$ cat config.mk
export PLATFORM = sky130hd
export DESIGN_NAME = wb_timer_flat
export DESIGN_NICKNAME = d
export VERILOG_FILES = /design/src/rtl/wb_timer_pkg.sv /design/src/rtl/wb_timer_if.sv /design/src/rtl/wb_timer.sv /design/src/flat_wrapper.sv
export SDC_FILE = /design/constraint.sdc
export NUM_CORES = 1
export LEC_CHECK = 0
export CORE_MARGIN = 1.5
export CORE_UTILIZATION = 40
export CTS_BUF_LIST = sky130_fd_sc_hd__clkbuf_8
export CTS_CLUSTER_DIAMETER = 60
export DETAILED_ROUTE_END_ITERATION = 10
export REMOVE_ABC_BUFFERS = 1
export SLEW_MARGIN = 15
export SYNTH_ARGS = -nofsm -noshare
export SYNTH_HDL_FRONTEND = slang
export SYNTH_SLANG_ARGS = --single-unit
$ cat constraint.sdc
create_clock -name clk_i -period 3.5 [get_ports clk_i]
set_input_delay 0.525 -clock clk_i [delete_from_list [all_inputs] [get_ports clk_i]]
set_output_delay 0.525 -clock clk_i [all_outputs]
set_load 0.02 [all_outputs]
$ cat src/rtl/wb_timer_pkg.sv
// Shared parameters for the core: RV opcode/funct3 constants plus
// the machine-timer register map and responder FSM encoding.
package wb_timer_pkg;

    localparam logic [6:0] OPC_LOAD   = 7'b0000011;
    localparam logic [6:0] OPC_STORE  = 7'b0100011;
    localparam logic [6:0] OPC_SYSTEM = 7'b1110011;
    localparam logic [2:0] F3_LW      = 3'b010;
    localparam logic [2:0] F3_SW      = 3'b010;

    localparam logic [4:0] OFF_MTIME_LO    = 5'h00;
    localparam logic [4:0] OFF_MTIME_HI    = 5'h04;
    localparam logic [4:0] OFF_MTIMECMP_LO = 5'h08;
    localparam logic [4:0] OFF_MTIMECMP_HI = 5'h0C;
    localparam logic [4:0] OFF_PRESCALE    = 5'h10;
    localparam logic [31:0] WIN_SIZE       = 32'h14;

    typedef enum logic [0:0] {
        ST_IDLE = 1'b0,
        ST_RESP = 1'b1
    } state_e;

    function automatic logic [31:0] merge_bytes(
        input logic [31:0] old_v,
        input logic [31:0] new_v,
        input logic [3:0]  sel
    );
        logic [31:0] r;
        for (int i = 0; i < 4; i++) begin
            r[8*i +: 8] = sel[i] ? new_v[8*i +: 8] : old_v[8*i +: 8];
        end
        return r;
    endfunction

endpackage

$ cat src/rtl/wb_timer_if.sv
// Wishbone classic bus bundle; signal names are from the responder side.
interface wb_timer_if;
    logic        stb_i;
    logic        cyc_i;
    logic        we_i;
    logic [31:0] adr_i;
    logic [3:0]  sel_i;
    logic [31:0] dat_i;
    logic        ack_o;
    logic        err_o;
    logic        rty_o;
    logic [31:0] dat_o;

    modport slave (
        input  stb_i, cyc_i, we_i, adr_i, sel_i, dat_i,
        output ack_o, err_o, rty_o, dat_o
    );

    modport master (
        output stb_i, cyc_i, we_i, adr_i, sel_i, dat_i,
        input  ack_o, err_o, rty_o, dat_o
    );
endinterface

$ cat src/rtl/wb_timer.sv
// RISC-V machine timer (mtime/mtimecmp) with prescaler, on a
// Wishbone classic responder port with single-cycle ack/err.
module wb_timer
    import wb_timer_pkg::*;
#(
    parameter logic [31:0] BASE_ADDRESS   = 32'h3000_0000,
    parameter logic [15:0] PRESCALE_RESET = 16'h0000
) (
    input  logic       clk_i,
    input  logic       rst_ni,
    wb_timer_if.slave  wb,
    output logic       timer_irq_o
);

    state_e      state_q, state_d;
    logic        ack_q, ack_d;
    logic        err_q, err_d;
    logic [31:0] dat_q, dat_d;
    logic [63:0] mtime_q, mtime_d;
    logic [63:0] cmp_q, cmp_d;
    logic [15:0] presc_q, presc_d;
    logic [15:0] cnt_q, cnt_d;
    logic        irq_q;

    logic [31:0] off;
    logic        hit, bad, wr_en, tick;
    logic [31:0] rd_data;

    assign off = wb.adr_i - BASE_ADDRESS;
    // Unsigned wrap makes addresses below BASE land far outside the window.
    assign hit = wb.stb_i & wb.cyc_i & (off < WIN_SIZE);
    assign bad = (wb.adr_i[1:0] != 2'b00) | (wb.sel_i == 4'b0000);

    always_comb begin
        rd_data = 32'h0;
        unique case (off[4:0])
            OFF_MTIME_LO:    rd_data = mtime_q[31:0];
            OFF_MTIME_HI:    rd_data = mtime_q[63:32];
            OFF_MTIMECMP_LO: rd_data = cmp_q[31:0];
            OFF_MTIMECMP_HI: rd_data = cmp_q[63:32];
            OFF_PRESCALE:    rd_data = {16'h0, presc_q};
            default:         rd_data = 32'h0;
        endcase
    end

    always_comb begin
        state_d = state_q;
        ack_d   = 1'b0;
        err_d   = 1'b0;
        dat_d   = 32'h0;
        wr_en   = 1'b0;
        unique case (state_q)
            ST_IDLE: begin
                if (hit) begin
                    state_d = ST_RESP;
                    if (bad) begin
                        err_d = 1'b1;
                    end else begin
                        ack_d = 1'b1;
                        wr_en = wb.we_i;
                        dat_d = wb.we_i ? 32'h0 : rd_data;
                    end
                end
            end
            ST_RESP: state_d = ST_IDLE;
            default: state_d = ST_IDLE;
        endcase
    end

    always_comb begin
        tick    = (cnt_q == presc_q);
        cnt_d   = tick ? 16'h0 : cnt_q + 16'h1;
        mtime_d = tick ? mtime_q + 64'h1 : mtime_q;
        cmp_d   = cmp_q;
        presc_d = presc_q;
        if (wr_en) begin
            unique case (off[4:0])
                OFF_MTIME_LO:
                    mtime_d = {mtime_q[63:32],
                        merge_bytes(mtime_q[31:0], wb.dat_i, wb.sel_i)};
                OFF_MTIME_HI:
                    mtime_d = {merge_bytes(mtime_q[63:32], wb.dat_i, wb.sel_i),
                        mtime_q[31:0]};
                OFF_MTIMECMP_LO:
                    cmp_d[31:0] = merge_bytes(cmp_q[31:0], wb.dat_i, wb.sel_i);
                OFF_MTIMECMP_HI:
                    cmp_d[63:32] = merge_bytes(cmp_q[63:32], wb.dat_i, wb.sel_i);
                OFF_PRESCALE: begin
                    presc_d = {wb.sel_i[1] ? wb.dat_i[15:8] : presc_q[15:8],
                               wb.sel_i[0] ? wb.dat_i[7:0]  : presc_q[7:0]};
                    cnt_d   = 16'h0;
                end
                default: ;
            endcase
        end
    end

    always_ff @(posedge clk_i or negedge rst_ni) begin
        if (!rst_ni) begin
            state_q <= ST_IDLE;
            ack_q   <= 1'b0;
            err_q   <= 1'b0;
            dat_q   <= 32'h0;
            mtime_q <= 64'h0;
            cmp_q   <= 64'hFFFF_FFFF_FFFF_FFFF;
            presc_q <= PRESCALE_RESET;
            cnt_q   <= 16'h0;
            irq_q   <= 1'b0;
        end else begin
            state_q <= state_d;
            ack_q   <= ack_d;
            err_q   <= err_d;
            dat_q   <= dat_d;
            mtime_q <= mtime_d;
            cmp_q   <= cmp_d;
            presc_q <= presc_d;
            cnt_q   <= cnt_d;
            irq_q   <= (mtime_q >= cmp_q);
        end
    end

    assign wb.ack_o    = ack_q;
    assign wb.err_o    = err_q;
    assign wb.rty_o    = 1'b0;
    assign wb.dat_o    = dat_q;
    assign timer_irq_o = irq_q;

endmodule

$ cat src/flat_wrapper.sv
// flat-port wrapper written by rule: the top's interface ports become plain ports
module wb_timer_flat import wb_timer_pkg::*;
#(
    parameter logic [31:0] BASE_ADDRESS   = 32'h3000_0000,
    parameter logic [15:0] PRESCALE_RESET = 16'h0000
)
  (clk_i, rst_ni, timer_irq_o, wb_stb_i, wb_cyc_i, wb_we_i, wb_adr_i, wb_sel_i, wb_dat_i, wb_ack_o, wb_err_o, wb_rty_o, wb_dat_o);
  wb_timer_if wb_i ();
  input  logic clk_i;
  input  logic rst_ni;
  output logic timer_irq_o;
  input wire logic [$bits(wb_i.stb_i)-1:0] wb_stb_i;
  input wire logic [$bits(wb_i.cyc_i)-1:0] wb_cyc_i;
  input wire logic [$bits(wb_i.we_i)-1:0] wb_we_i;
  input wire logic [$bits(wb_i.adr_i)-1:0] wb_adr_i;
  input wire logic [$bits(wb_i.sel_i)-1:0] wb_sel_i;
  input wire logic [$bits(wb_i.dat_i)-1:0] wb_dat_i;
  output wire logic [$bits(wb_i.ack_o)-1:0] wb_ack_o;
  output wire logic [$bits(wb_i.err_o)-1:0] wb_err_o;
  output wire logic [$bits(wb_i.rty_o)-1:0] wb_rty_o;
  output wire logic [$bits(wb_i.dat_o)-1:0] wb_dat_o;
  assign wb_i.stb_i = wb_stb_i;
  assign wb_i.cyc_i = wb_cyc_i;
  assign wb_i.we_i = wb_we_i;
  assign wb_i.adr_i = wb_adr_i;
  assign wb_i.sel_i = wb_sel_i;
  assign wb_i.dat_i = wb_dat_i;
  assign wb_ack_o = wb_i.ack_o;
  assign wb_err_o = wb_i.err_o;
  assign wb_rty_o = wb_i.rty_o;
  assign wb_dat_o = wb_i.dat_o;
  wb_timer #(.BASE_ADDRESS(BASE_ADDRESS), .PRESCALE_RESET(PRESCALE_RESET)) u_core (.clk_i(clk_i), .rst_ni(rst_ni), .wb(wb_i), .timer_irq_o(timer_irq_o));
endmodule
### Word level (Yosys, flattened, before mapping)

Cells that the tools add are included.

* register bits: 196
* latch bits: 0
* bits in writable memories: 0
* memory bits (read-only): 0
* input bits: 73
* output and inout bits: 36
* logic and storage cells: 95
* memories: 0

* add/sub/neg operators: 3
* multiply operators: 0
* divide/modulo/power cells: 0
* order comparisons: 2
* equality and inequality tests: 15
* shift operators: 0
* muxes and demuxes: 26
* bitwise operators: 4
* reductions and logical operators: 21

Operators with widths (number)
* 32-bit case mux with 5 select lines: 1
* 32-bit 2-to-1 mux: 4
* 64-bit 2-to-1 mux: 2
* 64-bit case mux with 2 select lines: 1
* 64-bit by 1-bit adder with 64-bit output, second input constant: 1
* 64-bit >= comparator: 1
* 16-bit 2-to-1 mux: 3
* 32-bit by 5-bit less-than comparator with 1-bit output, second input constant: 1
* 8-bit 2-to-1 mux: 4
* 32-bit by 30-bit subtractor with 32-bit output, second input constant: 1
* 3-bit AND reduction: 10
* 3-bit != test, second input constant: 8
* 16-bit by 1-bit adder with 16-bit output, second input constant: 1
* 16-bit == test: 1
* 2-bit AND reduction: 8
* 5-bit by 4-bit == test with 1-bit output, second input constant: 2
* 1-bit 2-to-1 mux: 10
* 5-bit by 3-bit == test with 1-bit output, second input constant: 1
* 5-bit == test, second input constant: 1
* 5-bit logical NOT: 1
* 4-bit logical NOT: 1
* 2-bit != test, second input constant: 2
* 1-bit bitwise AND: 2
* 1-bit case mux with 2 select lines: 1
* other kinds (3): 3

### Depth between registers and ports, before layout

Gate-level depths: netlist of the first run.

* word-level depth: 7
* gate-level depth with buffers: 11

### Worst setup path after synthesis of the first run

OpenSTA, ideal clock, no wires.

* path kind: input -> register
* start point: in wb_adr_i[3]
* end point: reg u_core.mtime_q[20]
* setup time: 133 ps
* data arrival time: 2474 ps
* data required time: 3367 ps
* setup slack: 893 ps
* stages on the path: 10
* buffers on the path: 3
* path through: clkbuf_1 > o21ai_0 > nand3_1 > nor4_4 > and2_1 > clkbuf_1 > clkbuf_1 > nor2_1 > o21ai_0 > o21ai_0

* word-level cells in the longest chain between the ends: 7
* elaborated cells between the ends (all ways): 12
* classes of those cells: 1 x add/sub; 1 x order compare; 3 x eq/ne; 4 x mux; 1 x bitwise; 2 x reduce/logical

Ends and longest elaborated chain
* start, declared: RTL line flat_wrapper.sv:15 `input wire logic [$bits(wb_i.adr_i)-1:0] wb_adr_i;`
* 32-bit by 30-bit subtractor with 32-bit output *: RTL line wb_timer.sv:29 `assign off = wb.adr_i - BASE_ADDRESS;`
* 32-bit by 5-bit less-than comparator with 1-bit output: RTL line wb_timer.sv:31 `assign hit = wb.stb_i & wb.cyc_i & (off < WIN_SIZE);`
* 1-bit bitwise AND: RTL line wb_timer.sv:31
* 1-bit 2-to-1 mux: RTL line wb_timer.sv:54 `if (hit) begin`
* 1-bit 2-to-1 mux: RTL line wb_timer.sv:52 `unique case (state_q)`
* 3-bit != test (no source line) or 2-bit != test (tied branches)
* 2-bit AND reduction (no source line)
* end signal, assigned: RTL line wb_timer.sv:114 `mtime_q <= mtime_d;`
* end, declared: RTL line wb_timer.sv:19 `logic [63:0] mtime_q, mtime_d;`

Mark *: on every way between the ends. The rest lies on a longest branch, timed or not.
A chain may end at the register's enable or synchronous reset.

### Final worst setup path of the first run

* start point: in wb_adr_i[29]
* end point: reg u_core.mtime_q[61]

* word-level cells in the longest chain between the ends: 7
* elaborated cells between the ends (all ways): 9
* classes of those cells: 1 x add/sub; 1 x order compare; 2 x eq/ne; 3 x mux; 1 x bitwise; 1 x reduce/logical

Ends and longest elaborated chain (RTL line)
* 32-bit by 30-bit subtractor with 32-bit output *: wb_timer.sv:29
* 32-bit by 5-bit less-than comparator with 1-bit output *: wb_timer.sv:31
* 1-bit bitwise AND *: wb_timer.sv:31
* 1-bit 2-to-1 mux *: wb_timer.sv:54
* 1-bit 2-to-1 mux *: wb_timer.sv:52
* 3-bit != test (no source line) or 2-bit != test (tied branches)
* 2-bit AND reduction (no source line)

Marked as above.

==> summary.md, run 1 <==
| Metric | Value |
|---|---|
| Outcome | `completed` |
| Syn-to-layout area delta | `18.6%` |
| Kind of cell adding the most delay to the critical path | `simple AND/OR/NAND/NOR gates` |
| WP data arrival | `3.30 ns` |
| DRC violations left | `0` |
| Psw | `1.04 mW` |
| Sequential Power Share | `55.6%` |
| Initial Utilization | `40.9%` |
| # Max-Cap Violations | `0` |
| CP Cell Sequence | `clkdlybuf4s50_1 -> nor4bb_1 -> nand4_1 -> nor4_4 -> nand2_1 -> o21ai_1 -> o21ai_0 -> o21ai_0` |
| Worst hold path type | `flip-flop to flip-flop` |
| Storage cell area | `4980 sq um` |
| Worst path max stage delay | `0.62 ns` |
| RSZ-0062 raised after global routing | `no` |
| Worst path required time | `3.90 ns` |
| Worst Tran Pin Value | `0.904 ns` |
| First-pass DRT Iterations | `5` |
| Max-slew headroom | `39.2%` |
| Post-synthesis sequential area ratio | `42.3%` |
| Critical path capture point type | `flip-flop` |
| Worst-Skew Late Latency | `0.49 ns` |
| Lkg Pwr | `5.51 nW` |
| Endpoints failing setup | `0` |
| Clk sinks | `196` |
| Most common cell after layout, fill and taps aside | `o21ai_0` |
| RD Place Congestion | `0.903` |
| Power density over cell area | `292 nW/um^2` |
| # hold bufs at CTS | `1` |
| Die X | `175 um` |
| Maximum buffer depth of the clock tree | `2` |
| Fill cells | `2742` |
| Detailed Route WL | `37100 um` |
| Fin. Hold Viols | `0` |
| Startpoint Class | `input port` |
| H-tree depth | `4` |
| Port buffer count | `107` |
| I/O pin cnt | `109` |
| CTS tree | `built` |
| Total gr overflow | `0` |
| Max Fanout on Critical Path | `9` |
| Async SR Flop Fraction | `100%` |
| Largest net degree at the start of global routing | `80` |
| Number of synthesized flops with an enable pin | `0` |
| Total number of yosys warnings | `0` |
| Cell mode on critical path | `o21ai_0` |
| Fin cells | `1762` |
| Via-to-Cell Ratio | `5.99` |
| Placed cell count | `1729` |
| Core Rows | `62` |
| Clock Pin Slew Worst Setup and Hold Paths | `0.11 ns` |
| Final Cycle Share | `82.9%` |
| Clock share of power | `39.3%` |
| Most frequent cells in the layout | `o21ai_0 (133), dfrtp_1 (132), clkdlybuf4s50_1 (106)` |
| Slew Limit Fails | `0` |
| Root Buffer Master | `clkbuf_8` |
| Via count | `10600` |
| Mapped Avg Cell Area | `9.48 sq um` |
| Synth Instances | `1244` |
| Yosys reg bits | `196` |
| Pwr Total | `4.08 mW` |
| Antenna violations before repair | `0` |
| # nets final | `1504` |
| Crit path time final | `2.90 ns` |
| Mapped Area | `11800 sq um` |
| Switch share | `25.6%` |
| Overall Global Routing Usage | `24.5%` |
| Post-CTS sizing | `0` |
| CTS buffer count | `17` |
| Routed Antenna Nets | `0` |
| Number of distinct library cells after synthesis | `62` |
| Core area | `28900 sq um` |
| Area of the multi-input gates | `6290 sq um` |
| Vias in the first global route | `9981` |
| Die Ht | `175 um` |
| Fin Clk Skew | `0.0224 ns` |
| Worst vdd ir | `0.190 mV` |
| Fmax | `345 MHz` |
| Iteration-0 DRC Markers | `939` |
| Average wire per standard cell | `21.1 um` |
| Ys flop type | `dfrtp_1` |
| Crit path kind | `input port to flip-flop` |
| Setup total negative slack | `0 ns` |
| # Post-CTS Setup Buffers | `0` |
| Detail Placement HPWL | `26700 um` |
| P_int | `3.03 mW` |
| ANT cells | `0` |
| Combinational fraction of design power | `5.1%` |
| Die area | `30500 sq um` |
| CP max stage cell | `o21ai_1` |
| Share of cells above drive strength 1 | `18.1%` |
| First-pass GRT wire length | `58000 um` |
| Crit path buffers/inverters | `1` |
[power by group through the flow]
stage / Combinational, mW / Clock (mW) / Sequential, mW
detailed placement: 0.208 / 0 / 2.31
finish: 0.208 / 1.60 / 2.27
global placement: 0.207 / 0 / 2.31
global route: 0.224 / 1.72 / 2.27
CTS: 0.210 / 1.64 / 2.27
floorplan: 0.0185 / 0 / 2.31
[worst register-to-register path, cell delays in order (launching register included)]
cell     delay (ns)
dfrtp_1        0.50
and4_4         0.29
nand3_1        0.56
or3_1          0.64
nor2_1         0.42
a32oi_1        0.16
o21ai_0        0.17
[sequential cells by signal (all words and copies together), names as in the netlist]
register	cells
u_core.cmp_q	64
u_core.mtime_q	64
u_core.wb.dat_o	32
u_core.cnt_q	16
u_core.presc_q	16
u_core.state_q	1
u_core.timer_irq_o	1
u_core.wb.ack_o	1
u_core.wb.err_o	1
[worst paths after layout]
kind,from,cells past startpoint,to,slack (ns)
min,u_core.cnt_q[0],1,u_core.cnt_q[0],0.53
min in group asynchronous,rst_ni,2,u_core.cnt_q[2],0.56
min reg2reg,u_core.cnt_q[0],1,u_core.cnt_q[0],0.53
max reg2reg,u_core.mtime_q[4],6,u_core.mtime_q[34],0.66
max,wb_adr_i[29],8,u_core.mtime_q[61],0.60
max in group asynchronous,rst_ni,3,u_core.cmp_q[62],2.03
[layer usage]
layer  vias to the layer above  part of all wire, %  GRT usage, %
li1                       4872                    -             -
met1                      5198                   47          35.8
met2                       427                   44          36.7
met3                        57                  6.8          4.07
met4                         0                  2.7          8.33
met5                         -                    0             0
[metrics by stage]
step / utilization (%) / setup WS [ns] / area [sq um] / hold WS [ns]
floorplan: - / -0.897 / 11600 / 0.229
global placement: 47.0 / 0.247 / 13600 / 0.517
detailed placement: 47.0 / 0.181 / 13600 / 0.515
CTS: 48.5 / 0.679 / 14000 / 0.531
global route: 48.5 / 0.391 / 14000 / 0.561
finish: 48.5 / 0.599 / 14000 / 0.532
[layout make-up]
cell class / count / area share (%)
clock buffers: 18 / 1.77
clock inverters: 14 / 1.21
inverters: 80 / 2.15
multi-input cells: 910 / 45.0
flip-flops and latches: 196 / 35.6
well taps: 384 / 3.43
repair buffers: 160 / 10.8
[logic make-up (layout without fill, tap and decap cells)]
family	after synthesis	after routing	share of synthesized area [%]
AO/OA/AOI/OAI	375	375	19.7
buffers and inverters	138	272	4.52
multiplexers	85	85	8.07
adder cells (fa/ha/maj)	66	66	7.00
AND/OR/NAND/NOR	352	352	16.1
flip-flops	196	196	42.3
XOR/XNOR	31	31	2.30
other	1	1	0.0318
[Yosys cell counts (12+ instances only)]
cell type | number | share of area (%)
a21oi_1 | 64 | 2.7
a22oi_1 | 78 | 5.0
a31oi_1 | 34 | 1.8
a32oi_1 | 23 | 1.7
and2_1 | 12 | 0.64
and3_1 | 14 | 0.74
clkbuf_1 | 47 | 1.5
dfrtp_1 | 132 | 28
dfstp_2 | 64 | 14
ha_1 | 66 | 7.0
inv_1 | 80 | 2.5
mux2_2 | 81 | 7.7
nand2_1 | 74 | 2.4
nand3_1 | 32 | 1.4
nand4_1 | 27 | 1.4
nor2_1 | 92 | 2.9
nor3_1 | 20 | 0.85
nor4_1 | 19 | 1.0
o21ai_0 | 133 | 5.6
xor2_1 | 24 | 1.8
Note: power is estimated with default switching activity, not from simulation.
==> run 2, diff against run 1 <==
Clock period 3.5 ns to 2.9 ns, I/O delays scaled along.
==> summary.md, run 2 (synthesis results as in run 1) <==
| Metric | Value |
|---|---|
| Fill cells | `2697` |
| FF-to-FF Start | `u_core.cnt_q[6]` |
| Port buffer count | `107` |
| First-pass GRT wire length | `59500 um` |
| Syn-to-layout area delta | `24.9%` |
| Worst hold margin | `0.482 ns` |
| Fmax | `374 MHz` |
| CP Cell Sequence | `xor2_1 -> nor4_1 -> nand4_1 -> buf_12 -> or3_1 -> or3_1 -> o21ai_0 -> a22o_1` |
| Via count | `10800` |
| Clock Pin Slew Worst Setup and Hold Paths | `0.12 ns` |
| Critical path endpoint | `u_core.mtime_q[32]` |
| Storage cell area | `4980 sq um` |
| DRC violations left | `0` |
| H-tree depth | `4` |
| Most common cell after layout, fill and taps aside | `o21ai_0` |
| RD Place Congestion | `0.908` |
| Placed cell count | `1807` |
| Lkg Pwr | `5.96 nW` |
| Die area | `30500 sq um` |
| Fin cells | `1840` |
| Iteration-0 DRC Markers | `1029` |
| Max-slew headroom | `59.1%` |
| Startpoint Class | `flip-flop` |
| Detail Placement HPWL | `28200 um` |
| Crit path kind | `flip-flop to flip-flop` |
| CTS tree | `built` |
| CP max stage cell | `or3_1` |
| Fin Clk Skew | `0.0256 ns` |
| Overall Global Routing Usage | `25.2%` |
| Crit path buffers/inverters | `1` |
| Detailed Route WL | `38000 um` |
| Crit path time final | `2.67 ns` |
| Clk sinks | `196` |
| Kind of cell adding the most delay to the critical path | `simple AND/OR/NAND/NOR gates` |
| RSZ-0062 raised after global routing | `no` |
| Area of the multi-input gates | `6300 sq um` |
| Outcome | `completed` |
| Worst hold path type | `input port to asynchronous set/reset pin` |
| Initial Utilization | `40.9%` |
| Via-to-Cell Ratio | `5.88` |
| Antenna violations before repair | `0` |
| Core area | `28900 sq um` |
| # nets final | `1582` |
| Largest net degree at the start of global routing | `63` |
| Average wire per standard cell | `20.7 um` |
| Cell mode on critical path | `or3_1` |
| Die Ht | `175 um` |
| Worst Tran Pin Value | `0.607 ns` |
| Max Fanout on Critical Path | `26` |
| Vias in the first global route | `10600` |
| Total gr overflow | `0` |
| Critical path depth | `8` |
| Share of cells above drive strength 1 | `22.5%` |
| Final Cycle Share | `92.2%` |
| FF-to-FF path depth | `8` |
| Routed Antenna Nets | `0` |
| Most frequent cells in the layout | `o21ai_0 (133), dfrtp_1 (132), buf_4 (111)` |
| Worst slack, placed | `-0.383 ns` |
| Worst-Skew Late Latency | `0.50 ns` |
| Worst vdd ir | `0.206 mV` |
| Worst Setup SP | `u_core.cnt_q[6]` |
| Setup total negative slack | `0 ns` |
| Die X | `175 um` |
| Core Rows | `62` |
| Worst setup margin | `0.227 ns` |
| WP data arrival | `3.11 ns` |
| I/O pin cnt | `109` |
| Reg2reg end | `u_core.mtime_q[32]` |
| First-pass DRT Iterations | `8` |
| Endpoints failing setup | `0` |
| Fin. Hold Viols | `0` |
| Critical path capture point type | `flip-flop` |
| Worst path max stage delay | `0.49 ns` |
| R2R Setup Slk | `0.23 ns` |
| Root Buffer Master | `clkbuf_8` |
| Worst path required time | `3.34 ns` |
| Power density over cell area | `321 nW/um^2` |
| Slew Limit Fails | `0` |
| ANT cells | `0` |
| Maximum buffer depth of the clock tree | `2` |
| CTS buffer count | `17` |
| # Max-Cap Violations | `0` |
-- run 2: changes by cell type in the layout (fill, tap and decap cells not counted), moves of 2 or more --
cell	previous run	this run
buf_12	3	19
buf_4	49	111
bufinv_16	2	0
clkinv_4	2	7
-- run 2: worst reg2reg max path, cell delays in order (launching register included) --
cell and delay (ns):
dfrtp_1 0.45, xor2_1 0.18, nor4_1 0.33, nand4_1 0.20, buf_12 0.22, or3_1 0.49
or3_1 0.37, o21ai_0 0.21, a22o_1 0.17
-- run 2: how the worst min path moves through the flow --
stage,start,to,slack [ns],depth (start not counted)
after global routing,rst_ni,u_core.mtime_q[3],0.51,2
after floorplan,rst_ni,u_core.cnt_q[0],0.14,0
after global placement,rst_ni,u_core.wb.dat_o[4],0.47,1
after CTS,rst_ni,u_core.presc_q[5],0.48,2
final,rst_ni,u_core.mtime_q[6],0.48,2
after detailed placement,rst_ni,u_core.wb.dat_o[4],0.47,1
-- run 2: repair_timing --
action,CTS,global route
hold buffers,1,0
hold endpoints to repair,43,0
setup buffers,0,0
endpoints found under the setup margin,0,4
resized for setup,0,2
-- run 2: where the power goes --
part,internal (mW),switching (mW),total (mW),leakage (nW)
Combinational,0.114,0.147,0.261,3.33
Clock,0.621,1.11,1.73,0.191
Sequential,2.74,0.0000142,2.74,2.45
-- run 2: cell type report --
class	count	area share, %
multi-input cells	910	42.8
flip-flops and latches	196	33.8
inverters	80	2.04
clock inverters	15	0.883
well taps	384	3.26
repair buffers	238	15.6
clock buffers	17	1.59
-- run 2: through the flow --
stage	utilization [%]	power (mW)	area [sq um]
after global placement	49.7	3.05	14300
after global routing	51.0	4.87	14700
final	51.0	4.72	14700
after detailed placement	49.7	3.05	14300
after floorplan	-	2.81	11600
after CTS	51.0	4.77	14700
-- run 2: per-layer routing --
metal	up-vias	share of wire, %	global-route usage (%)
met2	464	45	38.8
met5	-	0	0
li1	5032	-	-
met3	76	7.5	4.18
met4	0	3.1	10.1
met1	5254	45	35.2
==> run 3, diff against run 2 <==
Settings changed: CORE_MARGIN 1.5 to 5.
==> summary.md, run 3 (synthesis results as in run 1) <==
| Metric | Value |
|---|---|
| Outcome | `completed` |
| CTS tree | `built` |
| Die X | `182 um` |
| Detail Placement HPWL | `28200 um` |
| Worst Tran Pin Value | `0.790 ns` |
| Clk sinks | `196` |
| Max-slew headroom | `46.8%` |
| Most frequent cells in the layout | `o21ai_0 (133), dfrtp_1 (132), buf_4 (113)` |
| Iteration-0 DRC Markers | `1166` |
| Placed cell count | `1805` |
| Power density over cell area | `327 nW/um^2` |
| # Max-Cap Violations | `0` |
| H-tree depth | `4` |
| Fin. Hold Viols | `0` |
| Core Util, Final | `50.7%` |
| Kind of cell adding the most delay to the critical path | `simple AND/OR/NAND/NOR gates` |
| Cell mode on critical path | `or3_1` |
| Crit path buffers/inverters | `1` |
| Antenna violations before repair | `0` |
| CTS buffer count | `17` |
| First-pass GRT wire length | `59700 um` |
| Port buffer count | `107` |
| Vias in the first global route | `10400` |
| Via-to-Cell Ratio | `5.86` |
| Total gr overflow | `0` |
| Final Cycle Share | `95.7%` |
| Overall Global Routing Usage | `22.7%` |
| Routed Antenna Nets | `0` |
| I/O pin cnt | `109` |
| Clock Pin Slew Worst Setup and Hold Paths | `0.11 ns` |
| DRC violations left | `0` |
| Fmax | `360 MHz` |
| First-pass DRT Iterations | `5` |
| Most common cell after layout, fill and taps aside | `o21ai_0` |
| Core Rows | `62` |
| Worst path max stage delay | `0.50 ns` |
| Worst-Skew Late Latency | `0.50 ns` |
| Detailed Route WL | `38100 um` |
| Crit path time final | `2.78 ns` |
| Initial Utilization | `40.8%` |
| Largest net degree at the start of global routing | `81` |
| Worst hold path type | `input port to asynchronous set/reset pin` |
| Average wire per standard cell | `20.7 um` |
| # Post-CTS Setup Buffers | `0` |
| Fin Clk Skew | `0.0256 ns` |
| Fin cells | `1838` |
| Pwr Total | `4.80 mW` |
| RD Place Congestion | `0.904` |
| CP Cell Sequence | `xor2_1 -> nor4_1 -> nand4_1 -> buf_12 -> or3_1 -> or3_1 -> o21ai_0 -> a22o_1` |
| # nets final | `1580` |
| Die Ht | `182 um` |
| Die area | `33000 sq um` |
| Root Buffer Master | `clkbuf_8` |
| Share of cells above drive strength 1 | `22.4%` |
| Crit path kind | `flip-flop to flip-flop` |
| CP max stage cell | `or3_1` |
| Critical path capture point type | `flip-flop` |
| RSZ-0062 raised after global routing | `no` |
| ANT cells | `0` |
| Via count | `10800` |
| Worst path required time | `3.34 ns` |
| Lkg Pwr | `5.93 nW` |
| Max Fanout on Critical Path | `26` |
| Maximum buffer depth of the clock tree | `2` |
| Core area | `28900 sq um` |
| WP data arrival | `3.22 ns` |
| Slew Limit Fails | `0` |
| Worst vdd ir | `0.250 mV` |
| Syn-to-layout area delta | `24.5%` |
| Endpoints failing setup | `0` |
| Startpoint Class | `flip-flop` |
[run 3: cell count changes in the layout (fill, tap and decap cells not counted)]
cell | before | now
nor4_1 | 18 | 19
clkinv_4 | 7 | 6
inv_8 | 4 | 2
buf_4 | 111 | 113
nor4_2 | 4 | 3
inv_1 | 82 | 81
clkinvlp_4 | 1 | 2
inv_6 | 1 | 3
buf_12 | 19 | 15
bufinv_16 | 0 | 1
[run 3: final timing paths]
kind | start | to | slack, ns | depth (start not counted)
max | u_core.presc_q[2] | u_core.mtime_q[32] | 0.12 | 8
min | rst_ni | u_core.wb.dat_o[4] | 0.55 | 2
max reg2reg | u_core.presc_q[2] | u_core.mtime_q[32] | 0.12 | 8
min reg2reg | u_core.cnt_q[0] | u_core.cnt_q[0] | 0.55 | 1
max in group asynchronous | rst_ni | u_core.cmp_q[23] | 1.48 | 3
min in group clk_i | u_core.cnt_q[0] | u_core.cnt_q[0] | 0.55 | 1
[run 3: area by class of cell]
type                       count  area (sq um)
clock buffer                  17           234
clock inverter                15           150
fill                        2639         14300
inverter                      80           300
multi-input combinational    910          6300
sequential                   196          4980
tap                          384           480
timing repair buffer         236          2230
[run 3: layer usage]
metal  wire length [um]  GRT usage, %  part of all wire [%]
met1              17300          32.5                    45
met2              17000          34.7                    45
met3               2830          4.82                   7.4
met4                993          6.51                   2.6
met5                  0             0                     0
[run 3: stage by stage]
stage	setup TNS [ns]	cell area, sq um	worst slack (ns)	hold WS, ns
6_report	0	14700	0.124	0.550
5_1_grt	0	14700	0.00814	0.589
4_1_cts	0	14700	0.157	0.548
3_5_place_dp	-33.54	14300	-0.391	0.533
3_3_place_gp	-29.06	14300	-0.318	0.514
2_1_floorplan	-76.55	11600	-1.41	0.139
[run 3: power by group]
group / leakage [nW] / switching (mW) / total (mW) / internal [mW]
Combinational: 3.29 / 0.148 / 0.263 / 0.114
Clock: 0.192 / 1.10 / 1.80 / 0.704
Sequential: 2.45 / 0.0000143 / 2.74 / 2.74
Total: 5.93 / 1.24 / 4.80 / 3.55
[run 3: repair_timing]
action                                  4_1_cts  5_1_grt
hold endpoints to repair                     14        0
hold buffers                                  1        0
endpoints found under the setup margin        0        5
gates resized for setup                       0        1
